==> src/rtl/store_buffer.sv <==
// Write-posting store buffer between EX/MEM and data memory.
// Drains the oldest store when no load needs the port; forwards the youngest matching store to loads.
module store_buffer #(
    parameter int unsigned DEPTH  = 4,
    parameter int unsigned ADDR_W = 32,
    parameter int unsigned DATA_W = 32
) (
    input  logic                       clk,
    input  logic                       rst_n,
    input  logic                       st_valid,
    input  logic [ADDR_W-1:0]          st_addr,
    input  logic [DATA_W-1:0]          st_data,
    output logic                       st_ready,
    input  logic                       ld_check,
    input  logic [ADDR_W-1:0]          ld_addr,
    output logic                       ld_hit,
    output logic [DATA_W-1:0]          ld_data,
    output logic [ADDR_W-1:0]          dm_addr,
    output logic [DATA_W-1:0]          dm_wData,
    output logic                       dm_MemWrite,
    output logic [$clog2(DEPTH+1)-1:0] count,
    output logic                       empty,
    output logic                       full
);

    localparam int unsigned PTR_W = $clog2(DEPTH);
    localparam int unsigned CNT_W = $clog2(DEPTH+1);

    logic [DEPTH-1:0]  valid_q, valid_d;
    logic [ADDR_W-1:0] addr_q [DEPTH];
    logic [DATA_W-1:0] data_q [DEPTH];
    logic [PTR_W-1:0]  head_q, head_d;
    logic [PTR_W-1:0]  tail_q, tail_d;
    logic [CNT_W-1:0]  count_q, count_d;

    logic              push;
    logic              drain;
    logic [PTR_W-1:0]  idx;
    logic              fwd_hit;
    logic [DATA_W-1:0] fwd_data;

    assign empty    = (count_q == '0);
    assign full     = (count_q == CNT_W'(DEPTH));
    assign count    = count_q;
    assign st_ready = !full;
    assign push     = st_valid && st_ready;
    // Drain is held off during reset so a pending entry never strobes memory in the reset cycle.
    assign drain    = rst_n && !ld_check && !empty;

    assign dm_MemWrite = drain;
    assign dm_addr     = drain ? addr_q[head_q] : ld_addr;
    assign dm_wData    = drain ? data_q[head_q] : '0;

    // Scan oldest to youngest so the last match found is the youngest.
    always_comb begin
        idx      = head_q;
        fwd_hit  = 1'b0;
        fwd_data = '0;
        for (int unsigned i = 0; i < DEPTH; i++) begin
            idx = head_q + PTR_W'(i);
            if (valid_q[idx] && (addr_q[idx] == ld_addr)) begin
                fwd_hit  = 1'b1;
                fwd_data = data_q[idx];
            end
        end
    end

    assign ld_hit  = ld_check && fwd_hit;
    assign ld_data = ld_hit ? fwd_data : '0;

    always_comb begin
        head_d  = head_q;
        tail_d  = tail_q;
        count_d = count_q;
        valid_d = valid_q;
        if (push) begin
            valid_d[tail_q] = 1'b1;
            tail_d          = tail_q + PTR_W'(1);
        end
        if (drain) begin
            valid_d[head_q] = 1'b0;
            head_d          = head_q + PTR_W'(1);
        end
        if (push && !drain) begin
            count_d = count_q + CNT_W'(1);
        end else if (drain && !push) begin
            count_d = count_q - CNT_W'(1);
        end
    end

    always_ff @(posedge clk) begin
        if (!rst_n) begin
            head_q  <= '0;
            tail_q  <= '0;
            count_q <= '0;
            valid_q <= '0;
        end else begin
            head_q  <= head_d;
            tail_q  <= tail_d;
            count_q <= count_d;
            valid_q <= valid_d;
        end
    end

    always_ff @(posedge clk) begin
        if (push) begin
            addr_q[tail_q] <= st_addr;
            data_q[tail_q] <= st_data;
        end
    end

endmodule
==> config.mk <==
export PLATFORM = sky130hd
export DESIGN_NAME = store_buffer
export DESIGN_NICKNAME = d
export VERILOG_FILES = /design/src/rtl/store_buffer.sv
export SDC_FILE = /design/constraint.sdc
export NUM_CORES = 1
export LEC_CHECK = 0
export ABC_AREA = 0
export BUFFER_PORTS_ARGS = -buffer_cell sky130_fd_sc_hd__buf_2
export CAP_MARGIN = 25
export CORE_MARGIN = 1.5
export CORE_UTILIZATION = 61
export CTS_BUF_LIST = sky130_fd_sc_hd__clkbuf_4 sky130_fd_sc_hd__clkbuf_8
export CTS_CLUSTER_DIAMETER = 200
export DETAILED_ROUTE_END_ITERATION = 16
export PLACE_DENSITY = 0.82
export REMOVE_ABC_BUFFERS = 1
export SLEW_MARGIN = 20
export SYNTH_ARGS = -nofsm -noshare
export SYNTH_HDL_FRONTEND = slang
export SYNTH_SLANG_ARGS = --single-unit
==> constraint.sdc <==
create_clock -name clk -period 18.17 [get_ports clk]
set_clock_uncertainty 0.2 [all_clocks]
set_input_delay 5.451 -clock clk [delete_from_list [all_inputs] [get_ports clk]]
set_output_delay 5.451 -clock clk [all_outputs]
set_load 0.03 [all_outputs]
==> results.cfg, run 1 <==
[finish]
final_nets = 1652
instances_no_fill = 1974
fin_util = 0.691
syn_to_final_growth_pct = 10.5
final_cell_mix = 256 x edfxtp_1, 203 x buf_2, 193 x mux4_2
drive_gt1_frac = 0.338
final_area_mm2 = 0.0207
mostFrequentLayoutCell = edfxtp_1

[drt]
route.met3.wl_um = 7170
drt_iter0_drc = 2322
wl_met1_um = 20600
drc = 0
wl_met2_um = 26200
vias_per_cell = 7.45
num_vias = 14700
ant_nets = 0
top_layer = met5
wl_per_cell_um = 28.4
firstDrtPassIters = 6
wirelength_um = 56000

[placement]
pre_cts_slack_ns = 3.35
io_buffers = 203
gp_congestion = 0.999
dpl_cell_area_mm2 = 0.0198
hpwl_um = 36600
placed_cells = 1884

[yosys]
netlist_instances = 1415
synth.avg_cell_area_um2 = 13.2
yosys_warnings = 0
synth_edf_count = 256
ys.flop_type = edfxtp_1
seq_area_frac_synth = 0.425
synth_area_mm2 = 0.0187
ys_ff_latch = 269
yosys.cell_types.count = 66
async_reset_ff_frac = 0

[floorplan]
fp-row-count = 63
dieWidth_um = 178
die-area_mm2 = 0.0317
ios = 204
start_util = 0.625
design.core.area_mm2 = 0.0300
die_y_um = 178

[cts]
clk_path_buf_depth = 3
cts-htree-levels = 2
cts_made_buffers = 45
cts_hold_buffers = 0
cts.sinks = 269
postCtsSetupRepairBufs = 0
path_clk_slew_ns = 0.06
cts_resized = 0
clk_latency_ns = 0.56
root_buffer = clkbuf_8
tritoncts = yes

[critical_path]
reg2reg_depth = 5
critPathArrivalTime_ns = 9.33
cp_slowest_cell = nor4_4
crit_chain = buf_2, xnor2_1, nand4_1, or4_1, or4_4, nor4_4, buf_4, nand3_1, a311oi_1, buf_2
path_common_cell = buf_2
reg2reg_slack_ns = 14.62
cp-end-kind = output port
endpoint = ld_data[23]
worstSetupPathType = in -> out
slowest_delay_ns = 0.89
r2r-start = head_q[1]
path_max_fanout = 22
critPathLaunchType = input pin
crit_start = ld_addr[25]
cp.required_ns = 12.52

[grt]
grt_max_degree = 137
antenna_found_initial = 8
grt_pass1_wl_um = 84600
grt-ovfl-total = 0
track_usage = 0.357
grt_pass1_vias = 14100

[timing]
min_period_ns = 14.98
slew_headroom = 0.274
fin_crit_sh = 0.825
maxSlewViolCount = 0
grt_setup_unrepaired = false
worst_slack_ns = 3.19
setup_violations = 0
worstMarginPinSlew_ns = 1.08
hold_viol = 0
max_freq_mhz = 66.7

[pwr]
p_leak_nw = 6.75
p_per_area_mw_per_mm2 = 137
peakVddDrop_mv = 0.123

[worst_hold_path]
hold_class = reg -> reg

[job]
cap_violations = 0

[outcome]
outcome = completed
## worst min path at each step
| stage | slack (ns) | end | cells past startpoint | startpoint |
|---|---|---|---|---|
| 4_1_cts | 0.35 | count[2] | 2 | count[2] |
| 6_report | 0.35 | count[2] | 2 | count[2] |
| 3_3_place_gp | 0.30 | count[2] | 2 | count[2] |
| 2_1_floorplan | 0.32 | valid_q[0] | 1 | valid_q[0] |
| 3_5_place_dp | 0.33 | count[2] | 2 | count[2] |
| 5_1_grt | 0.39 | count[2] | 2 | count[2] |
## worst max-delay path: cells and delay by family
kind / cells / cell delay [ns]
buffers and inverters: 3 / 1.05
and+or+nand+nor: 5 / 2.18
xor gates and xnor gates: 1 / 0.18
AOI/OAI and AO/OA: 1 / 0.43
## cells by family (layout without fill, tap and decap cells)
group,after synthesis,after routing,synth area share
muxes,326,326,0.306
and+or+nand+nor,320,320,0.0904
DFF,269,269,0.425
AOI/OAI and AO/OA,230,230,0.0852
buffers and inverters,166,327,0.0427
xor gates and xnor gates,94,94,0.0444
adders and majority gates,10,10,0.00709
other,0,8,0
## area by class of cell
type	instances	area, um^2
diodes	8	20.0
clock buffers	59	756
clock inverters	22	133
fillers	2063	9270
inverters	18	67.6
multi-input cells	980	10000
flip-flops and latches	269	7960
well taps	390	488
repair buffers	228	1220
## sequential cells by signal, indices dropped and copies added (netlist names), named ones only
name / flops
addr_q: 128
count: 3
data_q: 128
head_q: 2
tail_q: 2
valid_q: 4
## synthesized netlist by cell type, types with 13 or more instances
master,n,share of area
buf_1,20,0.0040
nor2_1,20,0.0040
xnor2_1,75,0.035
dfxtp_1,13,0.014
inv_1,17,0.0034
buf_2,27,0.0072
mux4_2,193,0.23
o21ai_0,65,0.017
edfxtp_1,256,0.41
mux2_2,21,0.013
nand2_1,118,0.024
nand4_1,18,0.0060
nand3_1,40,0.011
xor2_1,18,0.0084
a31oi_1,33,0.011
a311oi_1,31,0.015
mux2i_1,111,0.059
and3_1,39,0.013
clkbuf_1,79,0.016
or4_1,35,0.014
o22ai_1,15,0.0050
buf_6,16,0.0096
## metrics by stage
step | hold WS, ns | total power, mW | setup TNS (ns)
6_report | 0.347 | 2.84 | 0
3_5_place_dp | 0.334 | 2.29 | 0
4_1_cts | 0.346 | 2.82 | 0
3_3_place_gp | 0.305 | 2.25 | 0
5_1_grt | 0.391 | 2.95 | 0
2_1_floorplan | 0.319 | 2.12 | -136.89
## report_power, final
group	internal (mW)	switching, mW
combinational	0.646	0.774
sequential	0.773	0.109
clock	0.286	0.253
## routing by layer
metal  GRT usage  vias to the layer above
li1            -                     6053
met1       0.500                     7215
met2       0.555                     1240
met3      0.0806                      188
met4       0.127                        4
met5           0                        -
Note: power is estimated with default switching activity, not from simulation.
==> inputs of run 2 (changes only) <==
Clock period 18.17 ns to 15.35 ns, I/O delays scaled along.
==> run 2 against run 1 <==
  * Sequential power is 18% higher
  * Register-to-register slack lost 2.8 ns
  * Worst setup slack got worse by 1.1 ns
  * Clock power increased by 22%
  * Largest cell class unchanged
  * Cell area rose by 0.17%
  * First-iteration DRC count up 1.6%
  * Global-route usage fell by 0.40 points
  * Critical path depth unchanged
  * Core utilization is 0.12 points higher
  * Total power grew 19%
  * Combinational power rose by 18%
==> results.cfg, run 2 (synthesis gave the netlist of run 1 again) <==
[pwr]
swShare = 0.398
p_clk_frac = 0.194
p_int_mw = 2.04
p_seq_frac = 0.309
combinationalPowerShare = 0.497
peakVddDrop_mv = 0.184
p_leak_nw = 6.78
p_total_mw = 3.38
p_per_area_mw_per_mm2 = 163
p_switching_mw = 1.34

[job]
cap_violations = 0

[placement]
hpwl_um = 36300
gp_congestion = 0.998
dpl_cell_area_mm2 = 0.0198
placed_cells = 1884
io_buffers = 203

[drt]
drc = 0
drt_iter0_drc = 2360
ant_nets = 0
wirelength_um = 55800
firstDrtPassIters = 6
vias_per_cell = 7.42
num_vias = 14700
wl_per_cell_um = 28.2

[outcome]
outcome = completed

[floorplan]
fp-row-count = 63
dieWidth_um = 178
start_util = 0.625
die_y_um = 178
design.core.area_mm2 = 0.0300
die-area_mm2 = 0.0317
ios = 204

[timing]
maxSlewViolCount = 0
max_freq_mhz = 75.2
worstMarginPinSlew_ns = 1.04
setup_violations = 0
grt_setup_unrepaired = false
fin_crit_sh = 0.867
holdWs_ns = 0.350
min_period_ns = 13.30
slew_headroom = 0.304
hold_viol = 0

[cts]
postCtsSetupRepairBufs = 0
clk_latency_ns = 0.56
clk_path_buf_depth = 3
cts-htree-levels = 2
root_buffer = clkbuf_8
cts_made_buffers = 45
cts.sinks = 269
path_clk_slew_ns = 0.06
tritoncts = yes
cts_resized = 0
cts_hold_buffers = 0

[critical_path]
path_max_fanout = 22
critPathLaunchType = input pin
r2r-start = head_q[1]
reg2reg_slack_ns = 11.85
cp.required_ns = 10.55
endpoint = ld_data[13]
worstSetupPathType = in -> out
cp-end-kind = output port
reg2reg_depth = 5
critPathArrivalTime_ns = 8.50
crit_start = ld_addr[25]

[grt]
grt-ovfl-total = 0
grt_pass1_wl_um = 83800
grt_pass1_vias = 13900
grt_max_degree = 137
antenna_found_initial = 11
track_usage = 0.353

[finish]
instances_no_fill = 1977
syn_to_final_growth_pct = 10.7
top_regs = addr_q: 128 flops, data_q: 128 flops, valid_q: 4 flops
final_area_mm2 = 0.0207
final_cell_mix = 256 x edfxtp_1, 203 x buf_2, 193 x mux4_2
final_nets = 1652
drive_gt1_frac = 0.338
fin_util = 0.692
mostFrequentLayoutCell = edfxtp_1

[worst_hold_path]
hp-start = count[2]
hold_class = reg -> reg
-- run 2: layer usage --
metal,share of wire,global-route usage
met1,0.37,0.492
met2,0.47,0.548
met3,0.12,0.0708
met4,0.041,0.145
met5,0.00061,0
-- run 2: power by group through the flow --
stage | logic, mW | clock network [mW] | registers [mW]
6_report | 1.68 | 0.657 | 1.04
5_1_grt | 1.77 | 0.686 | 1.06
4_1_cts | 1.66 | 0.659 | 1.04
3_5_place_dp | 1.65 | 0 | 1.06
3_3_place_gp | 1.62 | 0 | 1.04
2_1_floorplan | 1.37 | 0 | 1.14
-- run 2: per-stage QoR --
stage | setup slack [ns] | setup TNS [ns]
after CTS | 2.15 | 0
after detailed placement | 2.16 | 0
after global routing | 2.00 | 0
after floorplan | -6.13 | -202.03
final | 2.05 | 0
after global placement | 2.28 | 0
-- run 2: worst min path at each step --
stage	end	depth (start not counted)
final	count[2]	2
after global routing	count[2]	2
after CTS	count[2]	2
after detailed placement	count[2]	2
after global placement	count[2]	2
after floorplan	valid_q[0]	1
-- run 2: critical path, stage by stage --
cell and delay [ns]:
buf_2 0.27, xnor2_1 0.17, nand4_1 0.11, or4_1 0.54, or4_4 0.55, nor4_4 0.88, buf_4 0.45, nand3_1 0.18
a311oi_1 0.44, buf_2 0.28
-- run 2: layout make-up --
| class | instances | area, um^2 |
|---|---|---|
| Tap cell | 390 | 488 |
| Fill cell | 2094 | 9240 |
| Timing Repair Buffer | 228 | 1220 |
| Clock inverter | 27 | 213 |
| Clock buffer | 56 | 708 |
| Antenna cell | 9 | 22.5 |
| Multi-Input combinational cell | 980 | 10000 |
| Inverter | 18 | 67.6 |
| Sequential cell | 269 | 7960 |
==> inputs of run 3 (changes only) <==
Settings changed: CORE_UTILIZATION 61 to 50, CTS_BUF_LIST sky130_fd_sc_hd__clkbuf_4 sky130_fd_sc_hd__clkbuf_8 to not set, PLACE_DENSITY 0.82 to 0.7.
==> run 3 against run 2 <==
  * Sequential share of layout area fell by 0.64 points
  * Cell count increased by 2.8%
  * Worst setup slack improved by 0.23 ns
  * Total power rose by 5.1%
  * Die area grew 22%
  * Largest cell class unchanged
  * Global-route usage is 5.5 points lower
  * Via count shrank 2.9%
  * Largest power group unchanged
  * Non-clock buffer count is the same
==> results.cfg, run 3 (synthesis gave the netlist of run 1 again) <==
[outcome]
outcome = completed

[timing]
holdWs_ns = 0.321
slew_headroom = 0.341
worstMarginPinSlew_ns = 0.988
min_period_ns = 13.07
setup_violations = 0
hold_viol = 0
grt_setup_unrepaired = false
max_freq_mhz = 76.5
fin_crit_sh = 0.851
maxSlewViolCount = 0
finalSetupTns_ns = 0

[floorplan]
fp-row-count = 70
ios = 204
die-area_mm2 = 0.0386
start_util = 0.510
design.core.area_mm2 = 0.0367
dieWidth_um = 196
die_y_um = 196

[cts]
root_buffer = clkbuf_16
cts.sinks = 269
cts_hold_buffers = 0
cts_resized = 0
clk_latency_ns = 0.53
clk_path_buf_depth = 3
path_clk_slew_ns = 0.05
tritoncts = yes
cts_made_buffers = 34
postCtsSetupRepairBufs = 0
cts-htree-levels = 2

[drt]
firstDrtPassIters = 7
ant_nets = 0
vias_per_cell = 7.01
wl_per_cell_um = 28.3
drc = 0
num_vias = 14200
wirelength_um = 57500
drt_iter0_drc = 1513

[critical_path]
cp-end-kind = output port
worstSetupPathType = in -> out
critPathArrivalTime_ns = 8.26
path_max_fanout = 34
critPathLaunchType = input pin
cp.required_ns = 10.55

[placement]
dpl_cell_area_mm2 = 0.0199
gp_congestion = 1.01
io_buffers = 203
hpwl_um = 37600
placed_cells = 1962

[pwr]
p_seq_frac = 0.291
peakVddDrop_mv = 0.147
p_switching_mw = 1.37
p_total_mw = 3.56
p_leak_nw = 6.85
combinationalPowerShare = 0.482
p_per_area_mw_per_mm2 = 169
swShare = 0.385
p_clk_frac = 0.227
p_int_mw = 2.19

[finish]
drive_gt1_frac = 0.330
top_regs = addr_q: 128 flops, data_q: 128 flops, valid_q: 4 flops
mostFrequentLayoutCell = edfxtp_1
fillCellCount = 2953
syn_to_final_growth_pct = 12.6
final_cell_mix = 256 x edfxtp_1, 203 x buf_2, 193 x mux4_2
instances_no_fill = 2032
final_nets = 1641
final_area_mm2 = 0.0211

[grt]
grt-ovfl-total = 0
grtUsageMet3 = 0.0575
grt_pass1_vias = 14100
antenna_found_initial = 8
grt_max_degree = 137
grt_use_met2 = 0.477
grt.busiest_layer = met2
track_usage = 0.298
grt_pass1_wl_um = 86700
use_met1 = 0.402

[job]
cap_violations = 0

[worst_hold_path]
hold_class = reg -> reg
[run 3: path summary, 6_finish.rpt]
path | start | endpoint | slack, ns | depth (start not counted)
min | count[2] | count[2] | 0.32 | 2
max reg2reg | count[0] | count[2] | 12.00 | 11
min reg2reg | count[2] | count[2] | 0.32 | 2
max | ld_addr[31] | ld_data[13] | 2.28 | 12
[run 3: area by class of cell]
type	instances	area, um^2	share of cell area
timing repair buffer	228	1260	0.0596
inverter	18	67.6	0.00321
multi-input combinational	980	10100	0.477
clock inverter	15	200	0.00950
clock buffer	45	933	0.0443
sequential	269	7960	0.378
tap	468	586	0.0278
antenna	9	22.5	0.00107
[run 3: routing by layer]
| layer | wire length (um) | part of all wire |
|---|---|---|
| met5 | 38 | 0.00066 |
| met4 | 2140 | 0.037 |
| met3 | 6210 | 0.11 |
| met2 | 27200 | 0.47 |
| met1 | 22000 | 0.38 |
[run 3: stage by stage]
step	utilization	setup slack (ns)
after global routing	0.574	2.26
after CTS	0.573	2.34
final	0.574	2.28
after global placement	0.541	2.14
after floorplan	-	-6.13
after detailed placement	0.542	2.35
[run 3: power by group through the flow]
stage / logic (mW) / clock network, mW / registers, mW
floorplan: 1.37 / 0 / 1.14
global placement: 1.67 / 0 / 1.04
detailed placement: 1.69 / 0 / 1.05
CTS: 1.70 / 0.818 / 1.03
global route: 1.81 / 0.846 / 1.05
finish: 1.71 / 0.807 / 1.04
[run 3: critical path, stage by stage]
cell and delay [ns]:
buf_2 0.22, xnor2_1 0.13, a2111oi_0 0.71, o22ai_1 0.25, nor4b_4 0.29, buf_4 0.47, a32oi_2 0.09, buf_4 0.30
nor3b_4 0.28, buf_4 0.30, a311oi_1 0.31, buf_2 0.26
